==> src/rtl/rgb_pwm_sequencer.sv <==
// Status-LED driver: steps through channel colour combinations with per-channel
// PWM brightness, a breathing fade, and hold/off modes picked from the switches.
module rgb_pwm_sequencer #(
  parameter int unsigned PWM_BITS    = 8,
  parameter int unsigned STEP_CYCLES = 65536,
  parameter int unsigned CHANNELS    = 3,
  parameter bit          ACTIVE_LOW  = 1'b1
) (
  input  logic                clk,
  input  logic                rst,
  input  logic [1:0]          mode,
  output logic [CHANNELS-1:0] led
);

  localparam int unsigned LVL_W = PWM_BITS + 1;
  localparam int unsigned PRE_W = (STEP_CYCLES > 1) ? $clog2(STEP_CYCLES) : 1;

  localparam logic [LVL_W-1:0]    FULL    = {1'b1, {PWM_BITS{1'b0}}};
  localparam logic [LVL_W-1:0]    LVL_ONE = LVL_W'(1);
  localparam logic [PWM_BITS-1:0] CNT_MAX = '1;
  localparam logic [PRE_W-1:0]    PRE_MAX = PRE_W'(STEP_CYCLES - 1);

  localparam logic [1:0] MODE_COLOR   = 2'd0;
  localparam logic [1:0] MODE_BREATHE = 2'd1;
  localparam logic [1:0] MODE_HOLD    = 2'd2;
  localparam logic [1:0] MODE_OFF     = 2'd3;

  logic [1:0]                          mode_m;
  logic [1:0]                          mode_s;
  logic [1:0]                          mode_q;
  logic [PWM_BITS-1:0]                 pwm_cnt;
  logic [PRE_W-1:0]                    pre;
  logic [CHANNELS-1:0]                 color;
  logic [LVL_W-1:0]                    level;
  logic                                dir;
  logic [CHANNELS-1:0][LVL_W-1:0]      duty;

  logic                                tick;
  logic                                change;
  logic                                boundary;
  logic [PRE_W-1:0]                    pre_nxt;
  logic [CHANNELS-1:0]                 color_nxt;
  logic [LVL_W-1:0]                    level_nxt;
  logic                                dir_nxt;
  logic [CHANNELS-1:0][LVL_W-1:0]      tgt;
  logic [CHANNELS-1:0]                 lit;

  assign tick     = (pre == PRE_MAX);
  assign change   = (mode_s != mode_q);
  assign boundary = (pwm_cnt == CNT_MAX);

  // Sequencer next state; a mode change wins over a coincident tick.
  always_comb begin
    pre_nxt   = PRE_W'(pre + 1'b1);
    color_nxt = color;
    level_nxt = level;
    dir_nxt   = dir;
    if (change) begin
      pre_nxt   = '0;
      level_nxt = '0;
      dir_nxt   = 1'b0;
    end else if (tick) begin
      pre_nxt = '0;
      case (mode_s)
        MODE_COLOR: color_nxt = CHANNELS'(color + 1'b1);
        MODE_BREATHE: begin
          if (!dir) begin
            level_nxt = LVL_W'(level + 1'b1);
            if (level == FULL - LVL_ONE) dir_nxt = 1'b1;
          end else begin
            level_nxt = LVL_W'(level - 1'b1);
            if (level == LVL_ONE) begin
              dir_nxt   = 1'b0;
              color_nxt = CHANNELS'(color + 1'b1);
            end
          end
        end
        default: ;
      endcase
    end
  end

  // Per-channel target duty and PWM compare.
  always_comb begin
    tgt = '0;
    lit = '0;
    for (int unsigned ch = 0; ch < CHANNELS; ch++) begin
      case (mode_s)
        MODE_COLOR:   tgt[ch] = color[ch] ? FULL : '0;
        MODE_BREATHE: tgt[ch] = color[ch] ? level : '0;
        MODE_HOLD:    tgt[ch] = duty[ch];
        MODE_OFF:     tgt[ch] = '0;
        default:      tgt[ch] = '0;
      endcase
      lit[ch] = ({1'b0, pwm_cnt} < duty[ch]);
    end
  end

  always_ff @(posedge clk) begin
    if (rst) begin
      mode_m  <= MODE_COLOR;
      mode_s  <= MODE_COLOR;
      mode_q  <= MODE_COLOR;
      pwm_cnt <= '0;
      pre     <= '0;
      color   <= '0;
      level   <= '0;
      dir     <= 1'b0;
      duty    <= '0;
      led     <= {CHANNELS{ACTIVE_LOW}};
    end else begin
      mode_m  <= mode;
      mode_s  <= mode_m;
      mode_q  <= mode_s;
      pwm_cnt <= PWM_BITS'(pwm_cnt + 1'b1);
      pre     <= pre_nxt;
      color   <= color_nxt;
      level   <= level_nxt;
      dir     <= dir_nxt;
      // Duties only move at the period boundary so a period never glitches.
      if (boundary) duty <= tgt;
      led     <= lit ^ {CHANNELS{ACTIVE_LOW}};
    end
  end

endmodule

==> config.mk <==
export PLATFORM = sky130hd
export DESIGN_NAME = rgb_pwm_sequencer
export DESIGN_NICKNAME = d
export VERILOG_FILES = /design/src/rtl/rgb_pwm_sequencer.sv
export SDC_FILE = /design/constraint.sdc
export NUM_CORES = 1
export LEC_CHECK = 0
export CAP_MARGIN = 10
export CORE_ASPECT_RATIO = 0.6
export CORE_MARGIN = 10
export CORE_UTILIZATION = 62
export DETAILED_ROUTE_END_ITERATION = 12
export PLACE_DENSITY_LB_ADDON = 0.2
export SLEW_MARGIN = 5
export SYNTH_ARGS = -nofsm -noshare
export SYNTH_HDL_FRONTEND = slang
export SYNTH_SLANG_ARGS = --single-unit
==> constraint.sdc <==
create_clock -name clk -period 2.8 [get_ports clk]
set_input_delay 0.56 -clock clk [delete_from_list [all_inputs] [get_ports clk]]
set_output_delay 0.56 -clock clk [all_outputs]
set_load 0.03 [all_outputs]
==> flow_metrics.tcl <==
set metrics [dict create \
    yosysWarnings 0 \
    cts-resized-gates 0 \
    initial_core_util 0.654 \
    holdCritStartpoint "mode_m[1]" \
    ant_nets 0 \
    final_nets 477 \
    seq_area_um2 1460 \
    grt_pass1_vias 2957 \
    drt_wl_total_um 8500 \
    finalSetupTns_ns 0 \
    cts_tree "done" \
    synth.cell_area_um2 3730 \
    wl_met3_um 694 \
    first_pass_iters 5 \
    power.density_nw_per_um2 510 \
    via_per_inst 5.90 \
    clk_pin_slew_worst_paths_ns 0.09 \
    drv_slew 0 \
    clk-insertion-delay-late_ns 0.36 \
    drc 0 \
    core_um2 5700 \
    combPwrFrac 0.053 \
    fmax_mhz 414 \
    syn_area_per_cell_um2 8.45 \
    area_delta_synth_final_pct 10.3 \
    power_frac_clock 0.438 \
    ys_top_cells_by_area "dfxtp_1 39%, ha_1 9.4%, a21oi_1 5.8%, nand4_1 4.9%, nand2_1 4.5%" \
    die_w_um 120 \
    dieArea_um2 9610 \
    final_cells 529 \
    syn_inst 441 \
    ys.flop_type "dfxtp_1" \
    synth_edf_count 0 \
    die_h_um 80.1 \
    portBuffers 6 \
    hold_violations 0 \
    tightest_slew_ns 0.577 \
    clock-root-buffer "clkbuf_8" \
    vias 3120 \
    skew_ns 0.0109 \
    antenna_found_initial 0 \
    ctsHoldBuffers 0 \
    async_flop_share 0 \
    worst-setup-path-type "reg2reg" \
    dp_hpwl_um 6150 \
    floorplan.rows 21 \
    yosysSeqAreaShare 0.392 \
    netSwitchingPower_mw 0.497 \
    synth_cell_types 49 \
    cts-htree-levels 3 \
    synth_top_cell_by_area "dfxtp_1" \
    peakVddDrop_v 0.000315 \
    clock-sinks 73 \
    synth_top_area_frac 0.392 \
    p_int_mw 1.60 \
    drt_iter0_drc 280 \
    status "completed" \
    grt.total_usage 0.185 \
    synth_fp_nets 473 \
    whs_ns 0.440 \
    relSlewSlack 0.616 \
    worstPathMaxFanout 14 \
    hold_path_class "reg2reg" \
    post_drt_wl_per_cell_um 16.1 \
    cts_setup_buffers 0 \
    grt_pass1_wl_um 14300 \
    globalRouteOverflowTotal 0 \
    rsz0062_at_grt "false" \
    grt_max_degree 32 \
    r2r-start "pre[0]" \
    final-setup-viol-count 0 \
    multi_input_area_um2 2050 \
    fill_cells 466 \
    placed_cells 514 \
    crit_arrival_ns 2.67 \
    gp_congestion 0.883 \
    leakage_nw 1.38 \
    synth-seq-cells 73 \
    seqPwrFrac 0.508 \
    crit_path_end_kind "flop" \
    p_sw_frac 0.237 \
    min_period_ns 2.41 \
    cap_violations 0 \
    io_pins 7 \
    met2WireLength_um 3490 \
    n_antenna_cell 0 \
    fin_crit_sh 0.862 \
    cp-start-kind "flop" \
    cts_inserted_buffers 9 \
    critical_path_required_ns 3.06 \
    crit_path_start "pre[0]" \
    top_layer_used "met4" \
    drive_gt1_frac 0.0935 \
    clockBufferDepth 2 \
    drt-met1-wl_um 4230 \
]
## layer usage
metal  track usage  vias to the layer above
li1              -                     1559
met3        0.0712                       11
met4        0.0528                        0
met2         0.273                      104
met5             0                        -
met1         0.247                     1446
## critical path, cell delays in order, from the launching register on
cell       delay (ns)
dfxtp_1          0.38
ha_1             0.21
nand3_2          0.19
or4_4            0.67
a2111oi_0        0.47
mux2_2           0.38
## state kept, by name, summed over array words and instances, names as in the netlist
name     cells
duty        27
pre         16
level        9
pwm_cnt      8
color        3
led          3
mode_m       2
mode_q       2
mode_s       2
dir          1
## stage by stage
step / setup WS [ns] / utilization / area, um^2 / total power [mW]
after global routing: 0.267 / 0.721 / 4110 / 2.16
after CTS: 0.408 / 0.721 / 4110 / 2.10
after detailed placement: 0.458 / 0.683 / 3890 / 1.20
final: 0.385 / 0.721 / 4110 / 2.10
after global placement: 0.529 / 0.683 / 3890 / 1.20
after floorplan: 0.665 / - / 3730 / 1.16
## synthesized netlist by cell type (2+ instances only)
cell type  instances
nand4b_1           2
mux2_2             2
or4_1              3
mux2i_1            4
a21oi_1           43
a31oi_1            2
nand4_1           29
nand2b_1          11
and4_1             4
dfxtp_1           73
or3_1              4
xor2_1             5
nor2b_1           12
a211oi_1           3
o211ai_1           2
xnor2_1           15
ha_1              28
nor2_1            28
nand3_1           13
o31ai_1            4
nor4_1             7
o21ai_0            8
a31o_2             3
clkbuf_1          23
nor3_1            11
buf_1              2
a21o_1             3
nand2_1           45
o221ai_1           3
inv_1             30
## path summary, 6_finish.rpt
path | slack [ns] | depth (start not counted) | to
hold / removal | 0.44 | 1 | mode_s[1]
setup reg to reg | 0.39 | 5 | color[2]
hold reg to reg | 0.44 | 1 | mode_s[1]
setup / recovery | 0.39 | 5 | color[2]
## power by group through the flow
| stage | combinational (mW) | sequential (mW) | clock [mW] |
|---|---|---|---|
| after floorplan | 0.0651 | 1.10 | 0 |
| after global routing | 0.127 | 1.07 | 0.965 |
| after global placement | 0.107 | 1.09 | 0 |
| after CTS | 0.112 | 1.07 | 0.925 |
| final | 0.112 | 1.07 | 0.919 |
| after detailed placement | 0.111 | 1.09 | 0 |
## logic make-up after synthesis
group,synth area share
compound gates,0.129
xor+xnor,0.0470
fa+ha+maj,0.0940
buf+inv,0.0598
flops,0.392
mux,0.0168
simple gates,0.262
## layout make-up
type / count / area share
multi-input cells: 311 / 0.500
flip-flops and latches: 73 / 0.356
repair buffers: 20 / 0.0402
clock buffers: 9 / 0.0301
inverters: 30 / 0.0274
well taps: 80 / 0.0244
clock inverters: 6 / 0.0225
## placed cells by master (no fill, tap or decap), types with 3 or more instances in the layout
cell type,synthesis,final
mux2i_1,4,4
buf_4,0,14
a211oi_1,3,3
nor3_1,11,11
o221ai_1,3,3
ha_1,28,28
nand2_1,45,45
nor2_1,28,28
clkdlybuf4s50_1,0,6
or4_1,3,3
nand4_1,29,29
clkbuf_8,0,9
a21oi_1,43,43
o21ai_0,8,8
nand2b_1,11,11
xor2_1,5,5
nor4_1,7,7
a31o_2,3,3
or3_1,4,4
nor2b_1,12,11
dfxtp_1,73,73
nand3_1,13,13
inv_1,30,30
a21o_1,3,3
o31ai_1,4,4
xnor2_1,15,15
and4_1,4,4
No activity file was read; power rests on OpenSTA's default activity.
